## src/rtl/pipe_pkg.sv

```systemverilog
// Shared fetch-pipeline definitions: fetch FSM states, default constants and helpers.
package pipe_pkg;

  typedef enum logic [1:0] {
    FETCH = 2'd0,
    HOLD  = 2'd1,
    KILL  = 2'd2
  } fetch_state_e;

  localparam logic [31:0] NOP_INSTR_DEF = 32'h0000_0000;
  localparam logic [31:0] RESET_PC_DEF  = 32'h0000_0000;

  typedef struct packed {
    logic [31:0] instr;
    logic [31:0] pc;
    logic [31:0] pcplus4;
  } fetch_word_t;

  function automatic logic [31:0] word_align(input logic [31:0] addr);
    return {addr[31:2], 2'b00};
  endfunction

endpackage

```

## src/rtl/if_id_reg.sv

```systemverilog
// IF/ID pipeline register: {valid, instr, pc, pcplus4} with load, flush and hold.
module if_id_reg
  import pipe_pkg::*;
#(
  parameter logic [31:0] NOP_INSTR = NOP_INSTR_DEF
) (
  input  logic        clk,
  input  logic        rst,
  input  logic        load,
  input  logic        flush,
  input  logic [96:0] d,
  output logic [96:0] q
);

  logic [96:0] q_q, q_d;

  // Flush wins over load; a bubble keeps the old pc fields.
  always_comb begin
    q_d = q_q;
    if (flush) begin
      q_d = {1'b0, NOP_INSTR, q_q[63:0]};
    end else if (load) begin
      q_d = d;
    end
  end

  always_ff @(posedge clk) begin
    if (!rst) begin
      q_q <= {1'b0, NOP_INSTR, 64'h0};
    end else begin
      q_q <= q_d;
    end
  end

  assign q = q_q;

endmodule

```

## src/rtl/ifetch_ctrl.sv

```systemverilog
// Instruction fetch controller: one outstanding memory request, skid buffer for
// decode stalls, and discard of a stale response after a redirect.
module ifetch_ctrl
  import pipe_pkg::*;
#(
  parameter logic [31:0] RESET_PC  = RESET_PC_DEF,
  parameter logic [31:0] NOP_INSTR = NOP_INSTR_DEF
) (
  input  logic        clk,
  input  logic        rst,
  input  logic        stallD,
  input  logic        isbranchtakenE,
  input  logic [31:0] branchtargetE,
  output logic        imem_req,
  output logic [31:0] imem_addr,
  input  logic        imem_ack,
  input  logic [31:0] imem_rdata,
  output logic [31:0] instrD,
  output logic [31:0] pcD,
  output logic [31:0] pcplus4D,
  output logic        validD
);

  fetch_state_e state_q, state_d;
  logic [31:0]  pc_q, pc_d;
  fetch_word_t  skid_q, skid_d;

  logic        ifid_load, ifid_flush;
  logic [96:0] ifid_din, ifid_q;
  fetch_word_t fetched;
  logic        ifid_free;

  assign fetched   = '{instr: imem_rdata, pc: pc_q, pcplus4: pc_q + 32'd4};
  assign ifid_free = !validD || !stallD;

  always_comb begin
    state_d    = state_q;
    pc_d       = pc_q;
    skid_d     = skid_q;
    ifid_load  = 1'b0;
    ifid_flush = 1'b0;
    ifid_din   = {1'b1, fetched};
    if (isbranchtakenE) begin
      pc_d       = word_align(branchtargetE);
      ifid_flush = 1'b1;
      skid_d     = '0;
      // A stale ack arriving alongside a redirect in KILL is consumed here,
      // otherwise KILL would wait for an ack that never comes.
      case (state_q)
        FETCH:   state_d = imem_ack ? FETCH : KILL;
        HOLD:    state_d = FETCH;
        KILL:    state_d = imem_ack ? FETCH : KILL;
        default: state_d = FETCH;
      endcase
    end else begin
      case (state_q)
        FETCH: begin
          if (imem_ack) begin
            pc_d = fetched.pcplus4;
            if (ifid_free) begin
              ifid_load = 1'b1;
            end else begin
              skid_d  = fetched;
              state_d = HOLD;
            end
          end else if (validD && !stallD) begin
            ifid_flush = 1'b1;
          end
        end
        HOLD: begin
          if (!stallD) begin
            ifid_load = 1'b1;
            ifid_din  = {1'b1, skid_q};
            skid_d    = '0;
            state_d   = FETCH;
          end
        end
        KILL: begin
          if (imem_ack) state_d = FETCH;
        end
        default: state_d = FETCH;
      endcase
    end
  end

  always_ff @(posedge clk) begin
    if (!rst) begin
      state_q <= FETCH;
      pc_q    <= RESET_PC;
      skid_q  <= '0;
    end else begin
      state_q <= state_d;
      pc_q    <= pc_d;
      skid_q  <= skid_d;
    end
  end

  if_id_reg #(
    .NOP_INSTR(NOP_INSTR)
  ) u_if_id_reg (
    .clk  (clk),
    .rst  (rst),
    .load (ifid_load),
    .flush(ifid_flush),
    .d    (ifid_din),
    .q    (ifid_q)
  );

  assign {validD, instrD, pcD, pcplus4D} = ifid_q;
  assign imem_req  = rst && (state_q == FETCH);
  assign imem_addr = pc_q;

endmodule
```

## config.mk

```make
export PLATFORM = sky130hd
export DESIGN_NAME = ifetch_ctrl
export DESIGN_NICKNAME = d
export VERILOG_FILES = /design/src/rtl/pipe_pkg.sv /design/src/rtl/if_id_reg.sv /design/src/rtl/ifetch_ctrl.sv
export SDC_FILE = /design/constraint.sdc
export NUM_CORES = 1
export LEC_CHECK = 0
export CORE_MARGIN = 1.5
export CORE_UTILIZATION = 46
export DETAILED_ROUTE_END_ITERATION = 10
export PLACE_DENSITY = 0.81
export SYNTH_ARGS = -nofsm -noshare
export SYNTH_HDL_FRONTEND = slang
export SYNTH_SLANG_ARGS = --single-unit
```

## constraint.sdc

```tcl
create_clock -name clk -period 2.3 [get_ports clk]
set_input_delay 0.23 -clock clk [delete_from_list [all_inputs] [get_ports clk]]
set_output_delay 0.23 -clock clk [all_outputs]
set_load 0.005 [all_outputs]
```

==> impl_metrics.tcl <==
set metrics [dict create \
    outcome "finished clean" \
    layout_common_cells "214 x dfxtp_1, 190 x clkdlybuf4s50_1, 177 x nor2_1, 176 x nand2_1, 74 x a22oi_1" \
    drcViolationCount 0 \
    overflow 0 \
    fmax_mhz 451 \
    cts_max_level 1 \
    drv_slew 0 \
    drv_cap 0 \
    drt_iter0_drc 748 \
    switching_share_pct 23.6 \
    p_leak_nw 4.39 \
    vias_per_cell 5.74 \
    io_buffer_count 190 \
    min_period_ps 2220 \
    synthFlopType "dfxtp_1" \
    cts.sinks 217 \
    synth_edf_count 0 \
    hold_viol 0 \
    fillerInstances 1706 \
    ys_ff_latch 217 \
    drt-pass1-iter-count 5 \
    yosysWarnings 0 \
    clkPwrFrac_pct 44.9 \
    pwr-share-comb_pct 11.3 \
    die_w_um 146 \
    cts_buffer_depth 3 \
    coreArea_um2 20200 \
    cp_common_cell "or4_1" \
    grtUsageTotal_pct 25.8 \
    floorplan.initialDensity_pct 46.6 \
    die_h_um 146 \
    crit_chain "ha_2 -> and4_4 -> nand4_4 -> or4_1 -> or4_1 -> a31oi_1" \
    clkLatencyLatePin_ps 520 \
    final_common_cell "dfxtp_1" \
    n_antenna_cell 0 \
    cp.required_ps 2740 \
    worst-slew-pin-transition_ps 743 \
    ys_async_sr_fraction_pct 0 \
    seq_area_frac_synth_pct 46.2 \
    crit_arrival_ps 2650 \
    path_buf_inv 0 \
    routed_wl_um 28000 \
    gp_routability_congestion 0.904 \
    syn_area_um2 9410 \
    root_buffer "clkbuf_16" \
    cts_tree "yes" \
    dpl.hpwl_um 18800 \
    synth_cell_type_count 57 \
    cpLargestDelayFamily "simple AND/OR/NAND/NOR gates" \
    holdBufCountCts 0 \
    p_int_mw 6.90 \
    fin_nets 1392 \
    power.density_nw_per_um2 711 \
    irDropWorstVdd_mv 0.584 \
    setup_viol 0 \
    worstSetupEndpointType "flop" \
    grt_first_pass_wirelength_um 45200 \
    wl_per_cell_um 17.4 \
    p_sw_mw 2.13 \
    power_mw 9.04 \
    grt_max_degree 57 \
    tns_ps 0 \
    rsz0062_at_grt "no" \
    holdWs_ps 299 \
    worstSetupPathType "reg2reg" \
    grt_pass1_vias 8723 \
    slowest_stage "or4_1" \
    clkTransAtPathRegs_ps 60 \
    finalClockSkew_ps 15.8 \
    vias 9241 \
    path_max_fanout 3 \
    hp-class "in2reg" \
    start_kind "flop" \
    antenna_found_initial 0 \
    drive_gt1_share_pct 10.8 \
    fin_crit_sh_pct 96.3 \
    boundaryPins 199 \
    dieArea_um2 21300 \
    numCtsBuffers 24 \
    drtAntennaViolNets 0 \
    slew_headroom_pct 50.5 \
    area_growth_pct 35.0 \
    floorplan.rows 52 \
    cpPeakStageDelay_ps 520 \
    netlist_instances 1146 \
    syn_area_per_cell_um2 8.21 \
    seq_power_share_pct 43.8 \
]
## power by group through the flow
stage / registers [mW] / clock network (mW) / logic (mW)
global placement: 4.04 / 0 / 0.995
detailed placement: 4.04 / 0 / 1.01
floorplan: 4.03 / 0 / 0.460
CTS: 3.96 / 4.10 / 1.02
global route: 3.97 / 4.27 / 1.10
finish: 3.96 / 4.05 / 1.02
## final timing paths
check,from,to,slack [ps],depth (start not counted)
worst max-delay path,imem_addr[2],u_if_id_reg.q[28],80,6
worst min-delay path,branchtargetE[7],imem_addr[7],300,3
worst max register to register,imem_addr[2],u_if_id_reg.q[28],80,6
worst min register to register,skid_q[22],skid_q[22],440,2
## cells by family after synthesis
logic type      Yosys count  share of synthesized area [%]
flops                   217                           46.2
buf+inv                 133                           6.26
xor+xnor                 42                           3.91
fa+ha+maj                 1                          0.133
mux                       6                          0.638
compound gates          278                           20.8
other cells               1                         0.0399
simple gates            468                           22.0
## tightest hold or removal path: stages
cell             delay, ps
clkdlybuf4s50_1        400
nor2_1                  80
a211oi_1                50
## timing repair
item | CTS | global route
buffers inserted | 0 | 0
endpoints found under the setup margin | 0 | 4
resized for setup | 0 | 3
## layer usage
metal	part of all wire [%]	global-route usage [%]	up-vias
met5	0	0	-
met4	2.5	9.19	0
met3	7.1	4.33	56
met2	49	44.4	388
met1	41	32.6	4400
li1	-	-	4397
## Yosys cell counts, types with 2 or more instances
master / n / area (µm²)
a211oi_1: 7 / 52.6
a21o_1: 2 / 15.0
a21oi_1: 40 / 200
a221oi_1: 2 / 17.5
a22oi_1: 74 / 556
a311oi_1: 66 / 578
a31o_2: 4 / 35.0
a31oi_1: 9 / 56.3
and2_1: 3 / 18.8
and3_1: 4 / 25.0
and4_1: 7 / 61.3
buf_1: 4 / 15.0
buf_2: 11 / 55.1
buf_4: 17 / 128
clkbuf_1: 91 / 342
dfxtp_1: 217 / 4340
inv_1: 6 / 22.5
mux2i_1: 6 / 60.1
nand2_1: 178 / 668
nand3_1: 18 / 90.1
nand4_1: 17 / 106
nor2_1: 178 / 668
nor2b_1: 2 / 12.5
nor3_1: 16 / 80.1
nor3b_1: 2 / 15.0
nor4_1: 15 / 93.8
nor4b_1: 2 / 17.5
o211ai_1: 6 / 45.0
o21a_1: 3 / 22.5
o21ai_0: 50 / 250
o221ai_1: 7 / 61.3
o31a_1: 4 / 35.0
or3_1: 9 / 56.3
or3b_2: 2 / 17.5
or4_1: 5 / 37.5
xnor2_1: 28 / 245
xor2_1: 14 / 123
## stage by stage
step,utilization (%),instances,setup WS [ps],cell area (µm²)
2_1_floorplan,-,1151,1.17,9430
3_3_place_gp,58.7,1566,4.52,11800
3_5_place_dp,58.7,1566,13.5,11800
4_1_cts,62.9,1609,68.2,12700
5_1_grt,63.0,1609,11.7,12700
6_report,63.0,1609,84.6,12700
## area by class of cell
class	instances	area (µm²)	area share [%]
Inverter	7	26.3	0.207
Multi-Input combinational cell	801	4530	35.6
Tap cell	270	338	2.66
Timing Repair Buffer	271	2620	20.6
Clock buffer	36	727	5.72
Clock inverter	7	115	0.906
Sequential cell	217	4350	34.2
## registers in the layout (all words and copies together) (netlist names)
signal,flops
skid_q,92
imem_addr,30
state_q,2
u_if_id_reg.q,93
Power figures use the tool's default switching activity.
